===== src/rtl/umstr_ethii_arbiter.sv =====
// Round-robin arbiter that feeds one Ethernet II packer from N requesters.
// Each grant covers one header plus one payload packet from a single channel.
module umstr_ethii_arbiter #(
    parameter int N = 4,
    parameter int DATA_W = 64,
    localparam int KEEP_W = DATA_W / 8
) (
    input  logic                clk,
    input  logic                reset,
    input  logic [N*48-1:0]     req_mac_dest_i,
    input  logic [N*48-1:0]     req_mac_src_i,
    input  logic [N*16-1:0]     req_mac_type_i,
    input  logic [N-1:0]        req_hdr_vld_i,
    output logic [N-1:0]        req_hdr_rdy_o,
    input  logic [N*DATA_W-1:0] req_tdata_i,
    input  logic [N*KEEP_W-1:0] req_tkeep_i,
    input  logic [N-1:0]        req_tvld_i,
    input  logic [N-1:0]        req_tlast_i,
    output logic [N-1:0]        req_trdy_o,
    output logic [47:0]         hdr_mac_dest_o,
    output logic [47:0]         hdr_mac_src_o,
    output logic [15:0]         hdr_mac_type_o,
    output logic                hdr_mac_vld_o,
    input  logic                hdr_mac_rdy_i,
    output logic [DATA_W-1:0]   user_tdata_o,
    output logic [KEEP_W-1:0]   user_tkeep_o,
    output logic                user_tvld_o,
    output logic                user_tlast_o,
    input  logic                user_trdy_i,
    output logic [N-1:0]        grant_o
);
    localparam int IW = $clog2(N);

    typedef enum logic [1:0] {IDLE, BUSY, HDR_WAIT} state_t;

    state_t        state, state_n;
    logic [N-1:0]  grant, grant_n;
    logic [IW-1:0] gidx, gidx_n;
    logic [IW-1:0] rr_ptr, rr_ptr_n;
    logic          hdr_done, hdr_done_n;

    logic              found;
    logic [IW-1:0]     pick;
    logic [IW:0]       cand;
    logic [IW:0]       g_inc;
    logic [IW-1:0]     rr_next;
    logic              owned, pay_on, hdr_hs, last_beat;
    logic              sel_hvld, sel_tvld, sel_tlast;
    logic [DATA_W-1:0] sel_tdata;
    logic [KEEP_W-1:0] sel_tkeep;

    // First requesting channel at or after rr_ptr, wrapping modulo N
    always_comb begin
        found = 1'b0;
        pick  = '0;
        cand  = '0;
        for (int k = 0; k < N; k++) begin
            cand = {1'b0, rr_ptr} + (IW+1)'(k);
            if (cand >= (IW+1)'(N))
                cand = cand - (IW+1)'(N);
            if (!found && req_hdr_vld_i[cand[IW-1:0]]) begin
                found = 1'b1;
                pick  = cand[IW-1:0];
            end
        end
    end

    // Round-robin pointer for the channel after the current owner
    always_comb begin
        g_inc   = {1'b0, gidx} + (IW+1)'(1);
        rr_next = (g_inc >= (IW+1)'(N)) ? '0 : g_inc[IW-1:0];
    end

    // One-hot mux of the owner's lanes; all zero while nobody owns the port
    always_comb begin
        hdr_mac_dest_o = '0;
        hdr_mac_src_o  = '0;
        hdr_mac_type_o = '0;
        sel_hvld       = 1'b0;
        sel_tvld       = 1'b0;
        sel_tlast      = 1'b0;
        sel_tdata      = '0;
        sel_tkeep      = '0;
        for (int i = 0; i < N; i++) begin
            if (grant[i]) begin
                hdr_mac_dest_o = req_mac_dest_i[48*i +: 48];
                hdr_mac_src_o  = req_mac_src_i[48*i +: 48];
                hdr_mac_type_o = req_mac_type_i[16*i +: 16];
                sel_hvld       = req_hdr_vld_i[i];
                sel_tvld       = req_tvld_i[i];
                sel_tlast      = req_tlast_i[i];
                sel_tdata      = req_tdata_i[DATA_W*i +: DATA_W];
                sel_tkeep      = req_tkeep_i[KEEP_W*i +: KEEP_W];
            end
        end
    end

    assign owned  = (state != IDLE);
    assign pay_on = (state == BUSY);

    assign hdr_mac_vld_o = owned & sel_hvld & ~hdr_done;
    assign req_hdr_rdy_o = grant & {N{owned & hdr_mac_rdy_i & ~hdr_done}};
    assign user_tvld_o   = pay_on & sel_tvld;
    assign user_tlast_o  = pay_on & sel_tlast;
    assign user_tdata_o  = pay_on ? sel_tdata : '0;
    assign user_tkeep_o  = pay_on ? sel_tkeep : '0;
    assign req_trdy_o    = grant & {N{pay_on & user_trdy_i}};
    assign grant_o       = grant;

    assign hdr_hs    = hdr_mac_vld_o & hdr_mac_rdy_i;
    assign last_beat = user_tvld_o & user_trdy_i & user_tlast_o;

    // State, owner and header-done flag; reset abandons any packet in flight
    always_ff @(posedge clk or posedge reset) begin
        if (reset) begin
            state    <= IDLE;
            grant    <= '0;
            gidx     <= '0;
            rr_ptr   <= '0;
            hdr_done <= 1'b0;
        end else begin
            state    <= state_n;
            grant    <= grant_n;
            gidx     <= gidx_n;
            rr_ptr   <= rr_ptr_n;
            hdr_done <= hdr_done_n;
        end
    end

    // Grant in IDLE; release once both header and tlast beat have gone
    always_comb begin
        state_n    = state;
        grant_n    = grant;
        gidx_n     = gidx;
        rr_ptr_n   = rr_ptr;
        hdr_done_n = hdr_done;
        unique case (state)
            IDLE: begin
                if (found) begin
                    state_n = BUSY;
                    grant_n = {{(N-1){1'b0}}, 1'b1} << pick;
                    gidx_n  = pick;
                end
            end
            BUSY: begin
                if (hdr_hs)
                    hdr_done_n = 1'b1;
                if (last_beat) begin
                    if (hdr_done || hdr_hs) begin
                        state_n    = IDLE;
                        grant_n    = '0;
                        rr_ptr_n   = rr_next;
                        hdr_done_n = 1'b0;
                    end else begin
                        state_n = HDR_WAIT;
                    end
                end
            end
            HDR_WAIT: begin
                if (hdr_hs) begin
                    state_n    = IDLE;
                    grant_n    = '0;
                    rr_ptr_n   = rr_next;
                    hdr_done_n = 1'b0;
                end
            end
            default: begin
                state_n = IDLE;
                grant_n = '0;
            end
        endcase
    end

endmodule


===== config.mk =====
export PLATFORM = sky130hd
export DESIGN_NAME = umstr_ethii_arbiter
export DESIGN_NICKNAME = d
export VERILOG_FILES = /design/src/rtl/umstr_ethii_arbiter.sv
export SDC_FILE = /design/constraint.sdc
export NUM_CORES = 1
export LEC_CHECK = 0
export CAP_MARGIN = 20
export CORE_AREA = 2 2 373 375
export CTS_CLUSTER_SIZE = 12
export DETAILED_ROUTE_END_ITERATION = 6
export DIE_AREA = 0 0 375 377
export GPL_TIMING_DRIVEN = 1
export SLEW_MARGIN = 0
export SYNTH_ARGS = -nofsm -noshare
export SYNTH_HDL_FRONTEND = slang
export SYNTH_SLANG_ARGS = --single-unit

===== constraint.sdc =====
create_clock -name clk -period 2.3 [get_ports clk]
set_clock_uncertainty 0.15 [all_clocks]
set_input_delay 0.345 -clock clk [delete_from_list [all_inputs] [get_ports clk]]
set_output_delay 0.345 -clock clk [all_outputs]
set_load 0.005 [all_outputs]

* After elaboration in Yosys (flattened, before gate mapping)
Cells that the tools add are included.
Storage, ports and cells: logic and storage cells 131, bits of input ports 752, register bits after elaboration 11, output and inout bits 199
Operators by class: shifts and indexed selects 1, add/sub/neg operators 8, mux-type cells 74, order comparisons 9, bitwise operators 13, equal/unequal tests 6, reductions and logical operators 15
Operators with widths (count):
- $mux W48 | 8
- $mux W64 | 5
- $mux W16 | 4
- $mux W8 | 5
- $mux W2 | 16
- $mux W1 | 24
- $mux W4 | 4
- $ge A3 B3 Y1 const B | 4
- $lt A2 B3 Y1 const B | 4
- $pmux W4 S3 | 1
- $and A1 B1 Y1 | 10
- $and A4 B4 Y4 | 2
- $bmux W1 S2 | 4
- $reduce_and A4 Y1 | 2
- $sub A2 B1 Y2 const B | 4
- $add A2 B1 Y3 const B | 2
- $add A2 B2 Y3 const B | 2
- $pmux W2 S3 | 1
- $ne A2 B1 Y1 const B | 2
- $ne A2 B2 Y1 const B | 2
- $pmux W2 S2 | 1
- $reduce_and A2 Y1 | 2
- $reduce_bool A2 Y1 | 2
- $shl A1 B2 Y4 const A | 1
- other kinds (10) | 14

* Logic depth before layout (Yosys ltp)
depth after elaboration 17, depth in mapped cells 8, gate-level depth less buffers 5

* Worst setup path after synthesis
OpenSTA, ideal clock, no wires.
kind reg-to-reg, start reg grant[3] (netlist: grant_o[3]), end reg rr_ptr[0], setup time 0.125 ns, cell stages (with the launch flop) 7, setup slack -0.016 ns, required time 2.025 ns, data arrival time 2.041 ns, cells stage by stage dfrtp_1 > buf_6 > or3b_1 > a211o_1 > a2111o_1 > a2bb2oi_2 > mux2_2
On the way: word-level cells in the longest chain between the ends 7, elaborated cells on any way between the ends 15
Ends and longest elaborated chain:
- start: declaration | line 37 | logic [N-1:0] grant, grant_n;
- start signal: assignment | line 123 | grant <= grant_n;
- $mux W1 | line 85 | if (grant[i]) begin
- $and A1 B1 Y1 (2 in series) | line 101 | assign hdr_mac_vld_o = owned & sel_hvld & ~hdr_done;
- $and A1 B1 Y1 | line 110 | assign hdr_hs = hdr_mac_vld_o & hdr_mac_rdy_i;
- $logic_or A1 B1 Y1 | line 149 | if (hdr_done || hdr_hs) begin
- $ne A2 B1 Y1 (no line)
- $reduce_and A4 Y1 (no line) *
- end signal: assignment | line 125 | rr_ptr <= rr_ptr_n;
- end: declaration | line 39 | logic [IW-1:0] rr_ptr, rr_ptr_n;
Every way passes the cells marked *; elsewhere a longest branch is shown, timed or not. A chain may end at the register's enable or synchronous reset.

* Worst setup path after layout
start reg grant[0] (netlist: grant_o[0]), end out hdr_mac_dest_o[9]
On the way: word-level cells in the longest chain between the ends 4
Ends and longest elaborated chain:
- $mux W48 (4 in series) | line 85
- end: declaration | line 20 | output logic [47:0] hdr_mac_dest_o,
No other way between the ends.

==> results <==
-- power breakdown --
part           leakage, nW  total [W]  switching, W  internal (W)
logic                 8.66     0.0252        0.0121        0.0131
registers            0.133   0.000364     0.0000798      0.000284
clock network       0.0382   0.000328     0.0000942      0.000233
total                 8.83     0.0259        0.0122        0.0137
-- state kept, by name, indices dropped and copies added, names as in the netlist --
name,flops
gidx,2
grant_o,4
hdr_done,1
rr_ptr,2
state,2
-- cell usage in the layout, fill, tap and decap left out, types with 35 or more instances in the layout --
cell type and count:
a22oi_2 97, nor2b_1 72, buf_12 86, a21oi_1 140
a221oi_2 35, nand2_1 118, o21ai_1 76, a21oi_2 49
nor2_1 166, clkdlybuf4s50_1 757, nor3_1 38, buf_6 81
buf_2 110, buf_4 162
-- worst register-to-register path, cell delays in order, from the launching register on --
cell	delay (ns)
dfrtp_4	0.49
buf_4	0.26
buf_4	0.19
nand3b_1	0.14
a211o_1	0.28
a2111o_1	0.50
a2bb2oi_2	0.21
mux2_2	0.35
-- logic make-up (layout without fill, tap and decap cells) --
kind of cell | after synthesis | in the layout | share of synthesized area
DFF | 11 | 11 | 0.04461
adders and majority gates | 1 | 1 | 0.002027
buffers and inverters | 141 | 1293 | 0.08718
and+or+nand+nor | 483 | 483 | 0.3516
muxes | 2 | 2 | 0.003649
AOI/OAI and AO/OA | 506 | 506 | 0.5109
other | 0 | 10 | 0
-- layer usage --
| layer | part of all wire | vias up |
|---|---|---|
| met5 | 0.0043 | - |
| met4 | 0.022 | 66 |
| met3 | 0.14 | 157 |
| met2 | 0.48 | 808 |
| met1 | 0.35 | 7051 |
| li1 | - | 6537 |
-- area by class of cell --
| class | count | area share |
|---|---|---|
| Timing Repair Buffer | 1281 | 0.5751 |
| Multi-Input combinational cell | 992 | 0.3119 |
| Tap cell | 1794 | 0.09518 |
| Sequential cell | 11 | 0.01215 |
| Clock buffer | 4 | 0.003342 |
| Inverter | 8 | 0.001273 |
| Antenna cell | 10 | 0.001061 |
-- worst max-delay path by stage --
| stage | startpoint | to | slack, ns | cells after the start |
|---|---|---|---|---|
| 2_1_floorplan | grant_o[3] | rr_ptr[0] | -0.02 | 6 |
| 3_3_place_gp | grant_o[1] | hdr_mac_src_o[19] | -0.61 | 8 |
| 3_5_place_dp | grant_o[1] | hdr_mac_dest_o[7] | -0.61 | 8 |
| 4_1_cts | grant_o[1] | hdr_mac_src_o[31] | -0.58 | 13 |
| 5_1_grt | grant_o[0] | user_tdata_o[58] | -0.55 | 13 |
| 6_report | grant_o[0] | hdr_mac_dest_o[9] | -0.50 | 12 |
-- repair_timing --
action / in CTS / in global routing
gates resized for setup: 828 / 332
hold buffers: 0 / 0
gates cloned: 14 / 17
endpoints found under the setup margin: 206 / 206
pin swaps: 158 / 200
setup buffers: 85 / 77
-- stage by stage --
step | TNS (ns) | cells
global placement | -45.38 | 3922
CTS | -58.44 | 4021
finish | -52.53 | 4100
global route | -69.97 | 4095
detailed placement | -47.08 | 3922
floorplan | -0.03193 | 1144
==> results.cfg <==
[synth]
synth_cells = 1144
synth.top_cell.area_share = 0.1541
synthArstFlopShare = 1.000
yosys_warnings = 0
synth_edf_count = 0
synth_area_mm2 = 0.006171
synth.distinct_cells = 39
synthFlopType = dfrtp_1
ys_seq_elements = 11
yosys.area.top_type = a21oi_1
yosys-top-cells-area = a21oi_1, a22oi_1, nor2_1
ys_seq_area_frac = 0.04461
syn_area_per_cell_um2 = 5.394
yosysMostFrequentCell = nor2_1
synth_nets = 1897
netlist_top_cells_count = nor2_1, a21oi_1, clkbuf_1

[setup_path]
required_ns = 1.80
arrival_ns = 2.31
cpPeakStageDelay_ns = 0.37
reg2regPathDepth = 7
cp_cell_sequence = nor2b_4, buf_6, buf_12, buf_12, buf_16, buf_6, buf_6, a22oi_2, nor2_2, a21oi_2, o21ai_1, buf_2
reg2reg_to = rr_ptr[0]
cp_top_family = buffers and inverters
startpoint_type = flip-flop
r2r-start = grant_o[1]
crit_buf_inv = 7
crit_path_end_kind = primary output
cpMaxStageDelayCell = dfrtp_1
cp_max_fo = 7
critPathKind = reg2out
r2r_slack_ns = -0.39
cpMostUsedCell = buf_6

[sta]
max_freq_mhz = 356.7
final.period_utilization = 1.219
setup_ws_ns = -0.5034
slew_violations = 0
setup_viol = 197
rsz0062_at_grt = true
finalCriticalPeriod_ns = 2.803
worst-slew-pin-transition_ns = 0.4949
final_hold_viol_count = 0
relSlewSlack = 0.6697
hold-worst-slack_ns = 0.3351

[floorplanning]
fp.dieH_um = 377
io_pins = 951
rows = 136
die_x_um = 375
start_util = 0.04505
fp.coreArea_mm2 = 0.1370
die-area_mm2 = 0.1414

[clocking]
cts-root-buf = clkbuf_16
cts_tree = yes
clk_pin_slew_ns = 0.04
htreeDepth = 1
clockBufferDepth = 2
insertion_delay_ns = 0.24
cts_inserted_buffers = 3
clock_sinks = 11

[placed_design]
port_buffers = 950
place_ws_ns = -0.6059
hpwl_um = 79400
place_congestion = 0.9336
placed_cell_area_mm2 = 0.01948

[global_routing]
antenna_found_initial = 49
gr-usage-met3 = 0.07836
grt_max_degree = 64
grt_pass1_vias = 13860
track_usage = 0.1240
grt_pass1_wl_um = 120100
grt.overflow.total = 0
grt_util_met2 = 0.2131
busiest_layer = met2
grt_use_met1 = 0.1284

[drt]
routed_wl_um = 100700
routedWlPerCell_um = 24.55
dr_total_vias = 14620
drtIter0Drc = 841
drc = 0
dr.pass1.iters = 5
drtAntennaViolNets = 0
viasPerCell = 3.566

[run]
maxCapViolations = 0

[finish]
layout-drive-gt1-share = 0.3645
final_nets = 3050
regArea_um2 = 286.5
postLayoutCellArea_mm2 = 0.02358
final_util = 0.1722
synthToLayoutAreaGrowth_pct = 282.2
n_fill_cell = 15440
multi_input_area_mm2 = 0.007356

[status]
violations = setup timing
status = finished with violations

[hold_path]
hold-path-endpoint = gidx[1]
hp-class = reg2reg
min-delay-start = gidx[1]
min_path_cells = 2

[power]
p_per_area_mw_per_mm2 = 1098
vdd_drop_max_mv = 0.4024
power.leakage_nw = 8.834
power_w = 0.02589
Power figures use the tool's default switching activity.
==> patch 1, RTL diff (config.mk and constraints unchanged) <==
The parameter `DATA_W` goes from 64 to 32.
--- a/src/rtl/umstr_ethii_arbiter.sv
+++ b/src/rtl/umstr_ethii_arbiter.sv
@@ -3,5 +3,5 @@
 module umstr_ethii_arbiter #(
     parameter int N = 4,
-    parameter int DATA_W = 64,
+    parameter int DATA_W = 32,
     localparam int KEEP_W = DATA_W / 8
 ) (
Interface: changed (resized req_tdata_i, req_tkeep_i, user_tdata_o and user_tkeep_o); port bits go from 951 to 771. The function was not compared with the original's and may differ.
==> patch 1 against the unedited design <==
The run still ends with negative setup slack left. Total power decreased by 29%. Setup slack better by 0.15 ns. Wire length shrank 6.7%. Count of clock-buffer cells in the layout unchanged. Via count decreased by 22%. Worst hold slack lost 0.068 ns. Synthesized area decreased by 18%. Combinational power fell by 30%. Utilization is 3.9 points lower. Sequential cell count unchanged. First-iteration DRC count shrank 42%. Final area is 23% lower. Critical path depth down 3. Cell count shrank 12%. Largest power group unchanged. Highest routed layer unchanged.
==> patch 1: results (changes against the unedited design) <==
Placement:
- The instance area at placement was 16,200 um2 (-17%).
- The port buffer count came to 770 (-19%).
- The number of instances in the placed design is 3,529 (-10%).
- The estimated wirelength of the detail-placed design is 79,800 um (+0.53%).
- The post-placement setup slack is -0.848 ns (-0.242 ns).
- The routability-driven placement congestion ratio is 0.873 (-6.4%).

Power and ir drop:
- The leakage power summed over all cells is 6.66 nW (-25%).
- The worst vdd rail ir drop came to 0.467 mV (+16%).

Detailed routing:
- The total wire length was 93,900 um (-6.7%).
- The mean number of vias per cell was 3.17 (-11%).
- The first-iteration detailed-routing DRC count came to 488 (-42%).
- The average wire per cell in the routed design is 26.0 um (+5.8%).

Worst setup path:
- The top fanout value on the critical path came to 10 (+3).
- The startpoint-to-endpoint class of the critical path is flip-flop to flip-flop.

Logic synthesis:
- The fraction of synthesis flops using an asynchronous set or reset pin is 100% (unchanged).
- The mux cell area share after synthesis is 0.448% (+0.083 points).
- The synthesized-area fraction occupied by adder cells is 0.249% (+0.046 points).
- The sequential share of the synthesized area came to 5.47% (+1.0 points).
- Ranked by total cell area, the synthesized netlist is headed by a22oi_1 17%, a21oi_1 15%, nor2_1 12%.
- The post-synthesis net count is 1,545 (-19%).
- The fraction of the mapped netlist area in compound gates is 52.8% (+1.7 points).

Run status:
- The run finished, with violations left.
- The checks that failed: negative setup slack.

Timing:
- The number of failing setup endpoints in the final timing report is 160 (-19%).
- The final setup TNS is -32.83 ns (+19.70 ns).
- The worst setup margin is -0.357 ns (+0.146 ns).

Global routing:
- The wire length of the first global-routing pass is 110,000 um (-8.5%).
- The number of antenna violations at the first check in global routing was 106 (+120%).

Hold path:
- The min-delay analysis places its worst path in the category input pin to asynchronous set/reset pin.

Layout:
- The layout cell share with drive strength beyond 1 is 30.2% (-6.3 points).
- The number of nets in the layout is 2,425 (-20%).
-- patch 1: cell count changes in the layout (fill, tap and decap cells not counted), sizes merged, moves of 36 or more --
cell,unedited run,this run
nor2b,76,40
nor2,191,155
clkdlybuf4s50,757,614
buf,479,314
a221oi,74,38
nor3,75,39
a21oi,190,154
-- patch 1: layer usage --
layer  wire, um  share of wire [%]  global-route usage, %  vias to the layer above
met4       2370                2.5                   1.69                       70
met2      44700                 48                   20.6                      748
met5        456               0.49                      0                        -
li1           -                  -                      -                     5188
met1      31900                 34                   11.9                     5265
met3      14500                 15                   8.33                      196
-- patch 1: final cells by class --
cell class	instances	area [um2]
well taps	1794	2240
multi-input cells	812	5410
diodes	7	17.5
clock buffers	4	78.8
flip-flops and latches	11	288
repair buffers	980	10100
fillers	15700	119000
inverters	8	30.0
-- patch 1: cell families (layout without fill, tap and decap cells) --
logic type,count (synthesis),count (layout)
other cells,0,7
buf+inv,113,992
simple gates,375,375
mux,2,2
fa+ha+maj,1,1
compound gates,434,434
flops,11,11
-- patch 1: metrics by stage --
step | utilization (%) | hold slack [ns]
6_report | 13.3 | 0.268
5_1_grt | 13.3 | 0.308
4_1_cts | 12.5 | 0.280
3_5_place_dp | 11.8 | 0.356
3_3_place_gp | 11.8 | 0.322
2_1_floorplan | - | 0.0474
-- patch 1: path summary, 6_finish.rpt --
kind                               to  slack, ns  cells after the start
setup / recovery            rr_ptr[1]      -0.36                      9
hold / removal             grant_o[1]       0.27                      2
setup reg to reg            rr_ptr[1]      -0.36                      9
hold reg to reg               gidx[1]       0.36                      2
max in group asynchronous  grant_o[3]       1.36                      2
min in group clk              gidx[1]       0.36                      2
-- patch 1: critical path, cell delays in order, from the launching register on --
cell       delay [ns]
dfrtp_4          0.49
buf_4            0.15
buf_12           0.14
buf_12           0.13
nor4bb_4         0.32
o41ai_4          0.13
buf_4            0.17
or3_4            0.37
a2bb2oi_4        0.16
mux2_4           0.31
-- patch 1: timing repair --
action / 4_1_cts / 5_1_grt
hold endpoints to repair: 0 / 0
setup buffers: 26 / 38
gates cloned: 8 / 13
pin swaps: 59 / 132
resized for setup: 562 / 270
endpoints found under the setup margin: 165 / 166
-- patch 1: power by group --
group	total, mW	internal [mW]	switching [mW]
Sequential	0.357	0.285	0.0712
Clock	0.335	0.234	0.101
Combinational	17.7	9.06	8.64
Total	18.4	9.58	8.82
==> patch 2, RTL diff (same flow settings) <==
Without the edit above. Re-encode `state_t` (3 states) as one-hot, 3 bits wide.
--- a/src/rtl/umstr_ethii_arbiter.sv
+++ b/src/rtl/umstr_ethii_arbiter.sv
@@ -32,5 +32,5 @@
     localparam int IW = $clog2(N);
 
-    typedef enum logic [1:0] {IDLE, BUSY, HDR_WAIT} state_t;
+    typedef enum logic [2:0] {IDLE = 3'b001, BUSY = 3'b010, HDR_WAIT = 3'b100} state_t;
 
     state_t        state, state_n;
Behaviour: no difference found for any inputs over 4 cycles, from zero or initial values and one cycle with reset high; so few cycles prove little.
==> patch 2 against the unedited design <==
Maximum frequency is 0.13% higher. Wire length decreased by 3.0%. Worst hold slack got worse by 0.052 ns. Clock power grew 4%. Critical endpoint is now user_tdata_o[40]. Final area decreased by 6.9%. First-iteration DRC count is 1.2% lower. Total power shrank 35%. Die area unchanged. Synthesized area decreased by 1.9%. Setup slack better by 0.0036 ns. Sequential cell count increased by 1. Synthesized cell count down 8.4%. The run still ends with negative setup slack left.
==> patch 2: results (changes against the unedited design) <==
Run status:
- The flow ran to the end, but the final reports show violations.
- The final reports fail on negative setup slack.

Timing:
- The worst-case headroom to the max-slew limit is 47.2% (-20 points).
- The final setup TNS is -54.29 ns (-1.76 ns).
- The number of failing setup endpoints in the final timing report is 199 (+1.0%).
- The worst setup margin is -0.500 ns (+0.00362 ns).

Global routing:
- The largest net degree at the start of global routing came to 57 (-11%).
- The all-layer global routing usage came to 13.0% (+0.59 points).
- The met1 track demand over resource in global routing is 15.2% (+2.3 points).
- The number of antenna violations at the first check in global routing is 65 (+33%).
- The wire length of the first global-routing pass is 125,000 um (+4.1%).

Layout:
- The number of nets in the layout came to 2,923 (-4.2%).
- The final-layout fill cell count is 15,500 (+0.34%).
- The layout cell share with drive strength beyond 1 is 30.6% (-5.9 points).

Power and ir drop:
- The switching share of total power came to 46.9% (-0.37 points).
- The leakage power summed over all cells is 8.16 nW (-7.7%).
- The worst vdd rail ir drop came to 0.530 mV (+32%).

Hold path:
- The type of the worst min-delay path is input pin to asynchronous set/reset pin.

Logic synthesis:
- The post-synthesis net count came to 1,801 (-5.1%).
- The sequential share of the synthesized area is 4.98% (+0.52 points).
- The number of distinct standard cells referenced by the synthesized netlist is 46 (+18%).
- In the post-synthesis netlist, the biggest area contributors are a221o_1 19%, o21ai_1 14%, a221oi_1 10%.
- Counting instances in the post-synthesis netlist gives the leading cell types as 173 x o21ai_1, 148 x nor2_1, 115 x nand2_1.

Placement:
- The number of instances in the placed design was 3,821 (-2.6%).
- The routability-driven placement congestion ratio is 0.929 (-0.45%).
- The instance area at placement is 19,100 um2 (-1.8%).
- The estimated wirelength of the detail-placed design is 78,900 um (-0.67%).

Detailed routing:
- The first-iteration detailed-routing DRC count is 831 (-1.2%).
- The mean number of vias per cell is 3.54 (-0.59%).
- The average wire per cell in the routed design was 24.6 um (about the same).
- The total via count in the routed design is 14,100 (-3.6%).
- The met3 wirelength from detailed routing is 7830 um (-46%).
- The post-route met1 wirelength is 38,500 um (+11%).
- The met2 layer wire length in the routed design came to 48,900 um (+0.14%).

Clocking:
- The number of gates resized after cts is 907 (+9.5%).
[patch 2: final cells by class]
type / count / share of cell area, %
clock buffer: 4 / 0.359
inverter: 8 / 0.211
tap: 1794 / 10.2
sequential: 12 / 1.42
multi-input combinational: 894 / 29.2
antenna: 12 / 0.137
timing repair buffer: 1251 / 58.5
[patch 2: through the flow]
stage,power (mW),utilization (%),worst slack (ns)
after CTS,16.8,15.8,-0.551
after global placement,14.1,14.0,-0.540
after detailed placement,14.1,14.0,-0.543
after floorplan,5.30,-,0.213
after global routing,18.1,16.0,-0.511
final,16.9,16.0,-0.500
[patch 2: path summary, 6_finish.rpt]
kind,slack [ns],endpoint,cells past startpoint,start
setup reg to reg,-0.29,grant_o[0],12,grant_o[1]
min in group clk,0.36,gidx[0],1,gidx[0]
hold reg to reg,0.36,gidx[0],1,gidx[0]
setup / recovery,-0.50,user_tdata_o[40],11,grant_o[0]
max in group asynchronous,1.35,grant_o[3],2,reset
hold / removal,0.28,gidx[1],2,reset
[patch 2: power by group through the flow]
stage / Combinational, mW / Sequential [mW] / Clock [mW]
2_1_floorplan: 4.95 / 0.346 / 0
3_3_place_gp: 13.7 / 0.414 / 0
3_5_place_dp: 13.7 / 0.414 / 0
4_1_cts: 16.1 / 0.397 / 0.336
5_1_grt: 17.3 / 0.401 / 0.347
6_report: 16.1 / 0.392 / 0.340
[patch 2: logic make-up (layout without fill, tap and decap cells)]
kind of cell | after synthesis | after routing | share of synthesized area, %
AO/OA/AOI/OAI | 516 | 516 | 57.9
AND/OR/NAND/NOR | 376 | 376 | 27.6
buffers and inverters | 142 | 1263 | 9.20
flip-flops | 12 | 12 | 4.98
adder cells (fa/ha/maj) | 1 | 1 | 0.207
multiplexers | 1 | 1 | 0.165
other | 0 | 12 | 0
